<file path="src/rtl/data_mem_arbiter.sv">
// data_mem_arbiter: round-robin two-port sequencer for the shared data memory.
// Each access walks IDLE -> ACCESS -> RESP, serialising both requesters onto one memory port.
module data_mem_arbiter #(
  parameter int DATA_W = 32,
  parameter int ADDR_W = 32,
  parameter int DEPTH  = 32
) (
  input  logic              clk_i,
  input  logic              reset_i,
  input  logic              req0_i,
  input  logic              req1_i,
  input  logic              we0_i,
  input  logic              we1_i,
  input  logic [ADDR_W-1:0] addr0_i,
  input  logic [ADDR_W-1:0] addr1_i,
  input  logic [DATA_W-1:0] wdata0_i,
  input  logic [DATA_W-1:0] wdata1_i,
  output logic              ack0_o,
  output logic              ack1_o,
  output logic              err0_o,
  output logic              err1_o,
  output logic [DATA_W-1:0] rdata0_o,
  output logic [DATA_W-1:0] rdata1_o,
  output logic [ADDR_W-1:0] mem_addr_o,
  output logic [DATA_W-1:0] mem_wdata_o,
  output logic              mem_we_o,
  input  logic [DATA_W-1:0] mem_rdata_i,
  output logic              busy_o,
  output logic              owner_o
);
  typedef enum logic [1:0] {IDLE, ACCESS, RESP} state_t;
  state_t              state_q;
  logic                last_q, owner_q, we_q;
  logic [ADDR_W-1:0]   addr_q;
  logic [DATA_W-1:0]   wdata_q;
  logic                grant_d, in_range, acc, rsp;
  logic [DATA_W-1:0]   rd;
  // On a tie the port that was not served last wins.
  assign grant_d = (req0_i & req1_i) ? ~last_q : req1_i;
  always_ff @(posedge clk_i) begin
    if (reset_i) begin
      state_q <= IDLE;
      last_q  <= 1'b1;
      owner_q <= 1'b0;
      we_q    <= 1'b0;
      addr_q  <= '0;
      wdata_q <= '0;
    end else begin
      unique case (state_q)
        IDLE: if (req0_i | req1_i) begin
          state_q <= ACCESS;
          owner_q <= grant_d;
          we_q    <= grant_d ? we1_i : we0_i;
          addr_q  <= grant_d ? addr1_i : addr0_i;
          wdata_q <= grant_d ? wdata1_i : wdata0_i;
        end
        ACCESS: state_q <= RESP;
        RESP: begin
          state_q <= IDLE;
          last_q  <= owner_q;
        end
        default: state_q <= IDLE;
      endcase
    end
  end
  assign in_range = addr_q < ADDR_W'(DEPTH);
  assign acc      = state_q == ACCESS;
  assign rsp      = state_q == RESP;
  // Gating with reset keeps an aborted write from landing on the negedge.
  assign mem_we_o    = acc & we_q & in_range & ~reset_i;
  assign mem_addr_o  = acc ? addr_q : '0;
  assign mem_wdata_o = acc ? wdata_q : '0;
  assign rd          = (rsp & ~we_q & in_range) ? mem_rdata_i : '0;
  assign ack0_o      = rsp & ~owner_q;
  assign ack1_o      = rsp & owner_q;
  assign err0_o      = ack0_o & ~in_range;
  assign err1_o      = ack1_o & ~in_range;
  assign rdata0_o    = ack0_o ? rd : '0;
  assign rdata1_o    = ack1_o ? rd : '0;
  assign busy_o      = state_q != IDLE;
  assign owner_o     = owner_q;
endmodule
</file>
<file path="config.mk">
export PLATFORM = sky130hd
export DESIGN_NAME = data_mem_arbiter
export DESIGN_NICKNAME = d
export VERILOG_FILES = /design/src/rtl/data_mem_arbiter.sv
export SDC_FILE = /design/constraint.sdc
export NUM_CORES = 1
export LEC_CHECK = 0
export CORE_ASPECT_RATIO = 0.5
export CORE_MARGIN = 5
export CORE_UTILIZATION = 33
export DETAILED_ROUTE_END_ITERATION = 10
export PLACE_DENSITY_LB_ADDON = 0.2
export RECOVER_POWER = 50
export SYNTH_ARGS = -nofsm -noshare
export SYNTH_HDL_FRONTEND = slang
export SYNTH_SLANG_ARGS = --single-unit
</file>
<file path="constraint.sdc">
create_clock -name clk_i -period 1.7 [get_ports clk_i]
set_clock_uncertainty 0.2 [all_clocks]
set_input_delay 0.34 -clock clk_i [delete_from_list [all_inputs] [get_ports clk_i]]
set_output_delay 0.34 -clock clk_i [all_outputs]
set_load 0.005 [all_outputs]
</file>
After elaboration in Yosys (flattened, before gate mapping)
Index checks and enable logic that the tools add are counted.
{ "classes": {"n_eq_ne": 3, "bitwise": 16, "n_mux": 11, "order_cmp": 1, "n_reduce_logical": 3} }
{ "ops": {"columns": ["op", "count"], "rows": [
  ["$mux 32", 7],
  ["$lt 32x6->1 const B", 1],
  ["$and 1x1->1", 10],
  ["$not 1->1", 5],
  ["$pmux 2 s2", 1],
  ["$eq 2x1->1 const B", 1],
  ["$eq 2x2->1 const B", 1],
  ["$logic_not 2->1", 1],
  ["$mux 1", 2],
  ["$mux 2", 1],
  ["$ne 2x2->1 const B", 1],
  ["$reduce_and 2->1", 1],
  ["$reduce_bool 2->1", 1],
  ["$or 1x1->1", 1]
]} }
{ "word_totals": {"in_bits": 166, "wordCells": 40, "ff_bits": 69, "out_inout_bits": 135} }

Depth between registers and ports, before layout
Gate-level depths: netlist (run 1).
{ "depth": {"ltp_word": 5, "ltp_mapped": 6, "depth_no_buf": 4} }

Worst setup path before layout (run 1)
OpenSTA, ideal clock, no wires.
{ "synth_path": {"kind": "reg-to-output", "start": "reg addr_q[15]", "end": "out rdata1_o[30]", "path_buffers": 2, "t_required_ns": 1.160, "setup_slack_ns": -0.118, "path_stages_with_launch": 6, "arrival_ns": 1.278, "path_cell_list": "dfxtp_1 -> nor4_1 -> nand4_1 -> buf_2 -> buf_6 -> nor3_1"} }
{ "synth_via": {"elab_chain_cells": 4} }
{ "synth_rtl": {"columns": ["item", "line", "source"], "rows": [
  ["start, declared", "34", "logic [ADDR_W-1:0] addr_q;"],
  ["start signal, assigned", "54", "addr_q <= grant_d ? addr1_i : addr0_i;"],
  ["$lt 32x6->1", "66", "assign in_range = addr_q < ADDR_W'(DEPTH);"],
  ["$and 1x1->1", "73", "assign rd = (rsp & ~we_q & in_range) ? mem_rdata_i : '0;"],
  ["$mux 32", "73", null],
  ["$mux 32", "79", "assign rdata1_o = ack1_o ? rd : '0;"],
  ["end, declared", "23", "output logic [DATA_W-1:0] rdata1_o,"]
]} }
No other way between the ends.

Worst setup path in the final report (run 1)
{ "layout_path": {"start": "reg state_q[1]", "end": "out mem_we_o"} }
{ "layout_via": {"elab_chain_cells": 4} }
{ "layout_rtl": {"columns": ["item", "line", "source"], "rows": [
  ["start, declared", "32", "state_t state_q;"],
  ["start signal, assigned", "42", "state_q <= IDLE;"],
  ["start signal, assigned", "51", "state_q <= ACCESS;"],
  ["start signal, assigned", "57", "ACCESS: state_q <= RESP;"],
  ["$eq 2x1->1", "67", "assign acc = state_q == ACCESS;"],
  ["$and 1x1->1 (3 in a row)", "70", "assign mem_we_o = acc & we_q & in_range & ~reset_i;"],
  ["end, declared", "26", "output logic mem_we_o,"]
]} }
No other way between the ends.

==> impl_metrics.prom, run 1 <==
# TYPE chip_impl_metric gauge
chip_impl_metric{name="avgSynthCellArea",unit="um^2"} 7.43
chip_impl_metric{name="worst_skew_pair.late_latency",unit="ns"} 0.33
chip_impl_metric{name="first_pass_grt_wire_length",unit="mm"} 35.9
chip_impl_metric{name="final.min_clock_period",unit="ns"} 2.49
chip_impl_metric{name="synthDominantCellAreaShare",unit="%"} 31.6
chip_impl_metric{name="syn_area",unit="um^2"} 4370
chip_impl_info{name="min-delay-path-class",value="flop to flop"} 1
chip_impl_metric{name="die_height",unit="um"} 91.3
chip_impl_metric{name="final_max_slew_viol_count",unit=""} 0
chip_impl_metric{name="setup_viol_count_final",unit=""} 199
chip_impl_metric{name="start_util",unit="%"} 34.1
chip_impl_metric{name="post-route-drc-count",unit=""} 0
chip_impl_metric{name="met3_global_route_usage",unit="%"} 7.22
chip_impl_metric{name="area_growth_syn_to_layout",unit="%"} 131
chip_impl_metric{name="maximum_operating_frequency",unit="MHz"} 401
chip_impl_metric{name="antenna_violating_nets_post_route",unit=""} 0
chip_impl_info{name="setup_repair_after_global_routing_missed_its_margin",value="true"} 1
chip_impl_metric{name="detail_route.wirelength",unit="mm"} 25.9
chip_impl_metric{name="post_drt_wl_per_cell",unit="um"} 22.8
chip_impl_metric{name="place.port_buffers",unit=""} 300
chip_impl_metric{name="ctsHtreeMaxLevel",unit=""} 3
chip_impl_metric{name="row_count",unit=""} 29
chip_impl_info{name="busiest_layer",value="met2"} 1
chip_impl_metric{name="synthesis.nets",unit=""} 754
chip_impl_metric{name="report.final.hold_viol_count",unit=""} 0
chip_impl_metric{name="die-area",unit="um^2"} 15800
chip_impl_metric{name="layout_cells_excl_fill",unit=""} 1135
chip_impl_metric{name="gp_routability_congestion",unit=""} 0.854
chip_impl_metric{name="num_io_pins",unit=""} 301
chip_impl_metric{name="post_detailed_placement_half_perimeter_wirelength",unit="mm"} 13.6
chip_impl_metric{name="synth-async-reset-ratio",unit="%"} 0
chip_impl_metric{name="utilization",unit="%"} 78.8
chip_impl_metric{name="yosys_warning_count",unit=""} 0
chip_impl_metric{name="global_route.usage.met1",unit="%"} 34.4
chip_impl_metric{name="drt_iter0_drc",unit=""} 521
chip_impl_metric{name="power_density",unit="nW/um^2"} 663
chip_impl_metric{name="drt_pass1_iterations",unit=""} 5
chip_impl_metric{name="synth.distinct_cells",unit=""} 31
chip_impl_metric{name="core_area",unit="um^2"} 12800
chip_impl_metric{name="postLayoutSetupSlackWorst",unit="ns"} -0.793
chip_impl_metric{name="syn_inst",unit=""} 588
chip_impl_metric{name="fin_nets",unit=""} 1127
chip_impl_metric{name="critical_path_peak_fanout",unit=""} 3
chip_impl_metric{name="grt_usage",unit="%"} 28.2
chip_impl_metric{name="worstPathArrival",unit="ns"} 1.95
chip_impl_metric{name="synth_enable_flop_cells",unit=""} 0
chip_impl_info{name="synth.top_cells.by_area",value="dfxtp_1 (32%), a311oi_1 (13%), nand2_1 (11%)"} 1
chip_impl_metric{name="clock-sinks",unit=""} 69
chip_impl_metric{name="peakVddDrop",unit="mV"} 0.455
chip_impl_metric{name="vias_per_cell",unit=""} 5.58
chip_impl_info{name="startpoint_type",value="flop"} 1
chip_impl_metric{name="report.power.total",unit="W"} 0.00670
chip_impl_metric{name="synth_seq_cells",unit=""} 69
chip_impl_metric{name="vias",unit=""} 6338
chip_impl_info{name="postSynth.topFlopCell",value="dfxtp_1"} 1
chip_impl_info{name="post-synth-top-area-cell",value="dfxtp_1"} 1
chip_impl_metric{name="clk_path_buf_depth",unit=""} 2
chip_impl_metric{name="min_period_over_period",unit="%"} 147
chip_impl_metric{name="drive_gt1_share",unit="%"} 47.7
chip_impl_metric{name="numCtsBuffers",unit=""} 9
chip_impl_metric{name="number_of_antenna_violations_at_the_first_check_in_global_routing",unit=""} 1
chip_impl_metric{name="cts.reportedPaths.clkPinSlew",unit="ns"} 0.06
chip_impl_metric{name="finalHoldWorstSlack",unit="ns"} 0.321
chip_impl_metric{name="grtUsageMet2",unit="%"} 48.5
chip_impl_info{name="status",value="finished with violations"} 1
chip_impl_metric{name="timing.max_cap.violations",unit=""} 0
chip_impl_metric{name="seq_area_frac_synth",unit="%"} 31.6
chip_impl_info{name="failed_checks",value="negative setup slack"} 1
chip_impl_metric{name="worstMarginPinSlew",unit="ns"} 1.06
chip_impl_metric{name="grt-ovfl-total",unit=""} 0
chip_impl_metric{name="numPlacedInstances",unit=""} 1049
chip_impl_info{name="cts_tree",value="built"} 1
chip_impl_metric{name="power.static_leakage",unit="nW"} 4.49
chip_impl_info{name="clock-root-buffer",value="clkbuf_16"} 1
chip_impl_metric{name="slew_headroom",unit="%"} 29.0
chip_impl_info{name="timing_worst_setup_path_type",value="flop to primary output"} 1
chip_impl_info{name="top_cells_by_instance_count_after_synthesis",value="nand2_1 (132), dfxtp_1 (69), a21oi_1 (66)"} 1
chip_impl_info{name="synth.most_common_cell",value="nand2_1"} 1
chip_impl_metric{name="required_time_of_the_worst_setup_path",unit="ns"} 1.16
chip_impl_metric{name="vias_in_the_first_global_route",unit=""} 6157
chip_impl_info{name="end_kind",value="primary output"} 1
chip_impl_metric{name="grt_max_degree",unit=""} 69
chip_impl_metric{name="fillerInstances",unit=""} 782
chip_impl_metric{name="dieWidth",unit="um"} 173
[worst max-delay path, stage by stage (launching register included)]
cell and delay (ns):
dfxtp_4 0.36, buf_6 0.12, buf_6 0.11, nor3b_1 0.40
nand2_1 0.14, nor4_2 0.31, buf_2 0.19
[cells in the final DEF (no fill, tap or decap), types with 2 or more instances in the layout]
master	instances
nor3_1	8
nand2b_1	33
nor4_4	3
buf_16	18
dfxtp_1	62
o31a_1	2
dlygate4sd2_1	2
a311oi_2	45
nor3_4	33
clkdlybuf4s50_1	162
nor3_2	25
a311oi_1	19
bufbuf_16	2
nand4_1	3
dfxtp_2	6
nand2_1	131
a21oi_1	66
buf_2	73
buf_4	41
buf_6	95
clkbuf_8	3
and2_4	59
clkbuf_16	12
and2_1	5
buf_12	24
buf_8	6
nor4_2	2
nor2_4	3
nor4_1	2
[area by class of cell]
cell class | instances | area, um^2 | share of cell area, %
clock buffers | 13 | 270 | 2.68
well taps | 170 | 213 | 2.11
multi-input cells | 452 | 3570 | 35.3
repair buffers | 428 | 4610 | 45.7
inverters | 1 | 3.75 | 0.0372
clock inverters | 1 | 30.0 | 0.298
diodes | 1 | 2.50 | 0.0248
flip-flops and latches | 69 | 1390 | 13.8
[logic make-up (layout without fill, tap and decap cells)]
group           Yosys count  count (layout)  share of synthesized area [%]
simple gates            315             315                           39.5
compound gates          137             137                           21.7
flops                    69              69                           31.6
buf+inv                  67             443                           7.13
other cells               0               1                              0
[worst paths after layout]
check	end	startpoint	cells after the start	slack [ns]
max reg2reg	wdata_q[1]$_SDFFE_PP0P_	state_q[1]$_SDFFE_PP0P_	11	-0.26
min	wdata_q[22]$_SDFFE_PP0P_	wdata_q[22]$_SDFFE_PP0P_	2	0.32
max	mem_we_o	state_q[1]$_SDFFE_PP0P_	6	-0.79
min reg2reg	wdata_q[22]$_SDFFE_PP0P_	wdata_q[22]$_SDFFE_PP0P_	2	0.32
[where the power goes]
group	total [W]	internal, W	switching [W]
Sequential	0.00195	0.00181	0.000136
Clock	0.00195	0.00124	0.000708
Combinational	0.00280	0.00158	0.00122
[routing by layer]
layer,share of wire (%),vias to the layer above
met1,38,3015
li1,-,2855
met5,0,-
met2,49,376
met3,8.5,92
met4,4.3,0
[timing repair]
| item | CTS | global route |
|---|---|---|
| gates resized for setup | 712 | 134 |
| pin swaps | 64 | 39 |
| gates cloned | 23 | 3 |
| hold endpoints to repair | 1 | 0 |
| endpoints found under the setup margin | 158 | 201 |
| buffers inserted | 45 | 10 |
| hold buffers | 1 | 0 |
[state kept, by name, indices dropped and copies added, names as in the netlist]
register  cells
we_q          1
addr_q       32
last_q        1
owner_o       1
state_q       2
wdata_q      32
[through the flow]
stage	TNS [ns]	instance area [um^2]	setup slack (ns)
after global placement	-91.74	8030	-0.774
final	-84.87	10100	-0.793
after global routing	-95.12	10100	-0.825
after floorplan	-3.98	4530	-0.0834
after detailed placement	-99.31	8030	-0.852
after CTS	-73.34	9460	-0.695
Power figures use the tool's default switching activity.
==> run 2: changes to the inputs <==
--- a/config.mk
+++ b/config.mk
@@ -5,10 +5,10 @@
 export SDC_FILE = /design/constraint.sdc
 export NUM_CORES = 1
 export LEC_CHECK = 0
-export CORE_ASPECT_RATIO = 0.5
-export CORE_MARGIN = 5
-export CORE_UTILIZATION = 33
+export CORE_AREA = 5 5 113 115
 export DETAILED_ROUTE_END_ITERATION = 10
+export DIE_AREA = 0 0 118 120
+export DONT_BUFFER_PORTS = 1
 export PLACE_DENSITY_LB_ADDON = 0.2
 export RECOVER_POWER = 50
 export SYNTH_ARGS = -nofsm -noshare
==> run 2 against run 1 <==
The flow finishes with violations (negative hold slack, negative setup slack). Fmax grew 4.9%. Total power decreased by 11%. Count of clock-buffer cells in the layout is 3 lower. Critical path depth did not move. Sequential cell count did not move. Highest routed layer unchanged.
==> impl_metrics.prom, run 2 (synthesized netlist as in run 1, its figures left out) <==
# TYPE chip_impl_metric gauge
chip_impl_info{name="status",value="finished with violations"} 1
chip_impl_info{name="failed_checks",value="negative hold slack, negative setup slack"} 1
chip_impl_metric{name="setup_viol_count_final",unit=""} 198
chip_impl_metric{name="finalHoldWorstSlack",unit="ns"} -0.120
chip_impl_metric{name="slew_headroom",unit="%"} 75.9
chip_impl_metric{name="grt_max_degree",unit=""} 70
chip_impl_metric{name="utilization",unit="%"} 63.1
chip_impl_metric{name="n_antenna_cell",unit=""} 0
chip_impl_metric{name="fin_nets",unit=""} 832
chip_impl_info{name="rr_endpoint",value="addr_q[10]$_SDFFE_PP0P_"} 1
chip_impl_metric{name="required_time_of_the_worst_setup_path",unit="ns"} 1.16
chip_impl_metric{name="min_period_over_period",unit="%"} 140
chip_impl_metric{name="gp_routability_congestion",unit=""} 0.898
chip_impl_metric{name="worstPathArrival",unit="ns"} 1.84
chip_impl_info{name="clock-root-buffer",value="clkbuf_16"} 1
chip_impl_metric{name="drt_pass1_iterations",unit=""} 5
chip_impl_metric{name="slowest_delay",unit="ns"} 0.36
chip_impl_metric{name="dieWidth",unit="um"} 118
chip_impl_metric{name="place.port_buffers",unit=""} 0
chip_impl_metric{name="report.final.hold_viol_count",unit=""} 68
chip_impl_metric{name="min_delay_path_depth",unit=""} 1
chip_impl_metric{name="num_io_pins",unit=""} 301
chip_impl_metric{name="reg2regPathDepth",unit=""} 10
chip_impl_info{name="r2r-start",value="state_q[0]$_SDFFE_PP0P_"} 1
chip_impl_metric{name="worstMarginPinSlew",unit="ns"} 0.361
chip_impl_metric{name="setup_total_negative_slack",unit="ns"} -87.53
chip_impl_metric{name="antenna_violating_nets_post_route",unit=""} 0
chip_impl_metric{name="clock-sinks",unit=""} 69
chip_impl_metric{name="power_density",unit="nW/um^2"} 803
chip_impl_metric{name="peakVddDrop",unit="mV"} 0.455
chip_impl_metric{name="row_count",unit=""} 40
chip_impl_info{name="crit_chain",value="nor4_4, nand4_1, buf_4, clkbuf_16, nor3_2, buf_4"} 1
chip_impl_metric{name="die_height",unit="um"} 120
chip_impl_info{name="layout_top_registers",value="addr_q x32, wdata_q x32, state_q x2"} 1
chip_impl_info{name="timing_worst_setup_path_type",value="flop to primary output"} 1
chip_impl_metric{name="postLayoutSetupSlackWorst",unit="ns"} -0.676
chip_impl_metric{name="r2r_slack",unit="ns"} -0.36
chip_impl_metric{name="area_growth_syn_to_layout",unit="%"} 69.3
chip_impl_metric{name="cts.reportedPaths.clkPinSlew",unit="ns"} 0.06
chip_impl_metric{name="post-route-drc-count",unit=""} 0
chip_impl_info{name="crit_path_top_delay_cell",value="dfxtp_4"} 1
chip_impl_metric{name="vias_in_the_first_global_route",unit=""} 4955
chip_impl_metric{name="final_max_slew_viol_count",unit=""} 0
chip_impl_info{name="end_kind",value="primary output"} 1
chip_impl_metric{name="critical_path_peak_fanout",unit=""} 8
chip_impl_metric{name="vias_per_cell",unit=""} 6.29
chip_impl_metric{name="clk_path_buf_depth",unit=""} 2
chip_impl_metric{name="post_detailed_placement_half_perimeter_wirelength",unit="mm"} 12.7
chip_impl_metric{name="die-area",unit="um^2"} 14200
chip_impl_info{name="hp-start",value="reset_i"} 1
chip_impl_info{name="startpoint_type",value="flop"} 1
chip_impl_info{name="critPathMostFrequentCell",value="buf_4"} 1
chip_impl_metric{name="drt_iter0_drc",unit=""} 420
chip_impl_metric{name="start_util",unit="%"} 37.3
chip_impl_metric{name="numCtsBuffers",unit=""} 9
chip_impl_info{name="min-delay-path-class",value="input port to flop"} 1
chip_impl_metric{name="final.min_clock_period",unit="ns"} 2.38
chip_impl_metric{name="vias",unit=""} 5149
chip_impl_info{name="cts_tree",value="built"} 1
chip_impl_info{name="mostFrequentLayoutCell",value="nand2_1"} 1
chip_impl_metric{name="power.static_leakage",unit="nW"} 3.15
chip_impl_metric{name="number_of_antenna_violations_at_the_first_check_in_global_routing",unit=""} 0
chip_impl_metric{name="drive_gt1_share",unit="%"} 49.6
chip_impl_metric{name="first_pass_grt_wire_length",unit="mm"} 28.6
chip_impl_metric{name="timing.max_cap.violations",unit=""} 0
chip_impl_metric{name="grt_usage",unit="%"} 25.4
chip_impl_info{name="hold_path_end",value="addr_q[3]$_SDFFE_PP0P_"} 1
chip_impl_metric{name="hold_buffers",unit=""} 1
chip_impl_metric{name="maximum_operating_frequency",unit="MHz"} 421
chip_impl_metric{name="ctsHtreeMaxLevel",unit=""} 3
chip_impl_metric{name="worst_skew_pair.late_latency",unit="ns"} 0.33
chip_impl_metric{name="core_area",unit="um^2"} 11700
chip_impl_metric{name="grt-ovfl-total",unit=""} 0
chip_impl_metric{name="post_drt_wl_per_cell",unit="um"} 26.4
chip_impl_metric{name="detail_route.wirelength",unit="mm"} 21.6
chip_impl_info{name="setup_repair_after_global_routing_missed_its_margin",value="true"} 1
chip_impl_info{name="most_frequent_cells_in_the_layout",value="nand2_1 (132), and2_4 (64), dfxtp_1 (63)"} 1
## run 2: cell count changes in the layout (fill, tap and decap cells not counted), moves of 9 or more
cell             before  now
clkbuf_16            12   25
buf_2                73    0
clkdlybuf4s50_1     162    0
nor3_4               33   44
a21oi_2               0   13
buf_16               18    9
buf_6                95   19
a311oi_2             45   19
a21oi_1              66   52
buf_4                41   56
a311oi_1             19   43
## run 2: worst max path at each step
| stage | endpoint | cells past startpoint | from | slack (ns) |
|---|---|---|---|---|
| after floorplan | rdata1_o[11] | 4 | addr_q[21]$_SDFFE_PP0P_ | -0.08 |
| after global placement | rdata0_o[1] | 5 | addr_q[31]$_SDFFE_PP0P_ | -0.36 |
| after detailed placement | rdata1_o[31] | 5 | addr_q[15]$_SDFFE_PP0P_ | -0.41 |
| after CTS | rdata1_o[14] | 5 | addr_q[31]$_SDFFE_PP0P_ | -0.65 |
| after global routing | rdata0_o[4] | 6 | addr_q[29]$_SDFFE_PP0P_ | -0.80 |
| final | rdata0_o[4] | 6 | addr_q[29]$_SDFFE_PP0P_ | -0.68 |
## run 2: through the flow
stage	std cells	total power (W)	instance area (um^2)	hold WS [ns]	setup slack [ns]
6_report	818	0.00594	7390	-0.120	-0.676
3_5_place_dp	746	0.00322	5190	0.221	-0.410
4_1_cts	792	0.00553	6560	-0.136	-0.653
3_3_place_gp	746	0.00319	5190	0.218	-0.355
5_1_grt	818	0.00618	7390	-0.143	-0.797
2_1_floorplan	588	0.00272	4530	0.260	-0.0834
## run 2: worst max-delay path, delay by kind of cell, from the launching register on
kind | cells | cell delay [ns]
buffers and inverters | 3 | 0.52
flip-flops | 1 | 0.36
AND/OR/NAND/NOR | 3 | 0.62
## run 2: what timing repair did
action                                  in CTS  in global routing
endpoints found under the setup margin     133                198
pin swaps                                   61                 49
gates resized for setup                    141                 87
gates cloned                                13                 19
endpoints found under the hold margin       68                 68
setup buffers                               16                 18
## run 2: area by class of cell
type                       count  area, um^2
clock buffer                  10         229
tap                          147         184
multi-input combinational    452        3630
clock inverter                 6        71.3
timing repair buffer         133        1890
fill                         932        4320
inverter                       1        3.75
sequential                    69        1390
## run 2: power by group
part           leakage (nW)  switching (W)  internal [W]
Combinational          2.44        0.00103       0.00107
Sequential            0.575       0.000144       0.00181
Clock                 0.139       0.000738       0.00115
## run 2: per-layer routing
| metal | wire length [um] | part of all wire [%] | GRT usage, % |
|---|---|---|---|
| met5 | 0 | 0 | 0 |
| met4 | 959 | 4.4 | 10.5 |
| met3 | 1740 | 8.1 | 8.15 |
| met2 | 11300 | 52 | 45.9 |
| met1 | 7550 | 35 | 27.3 |
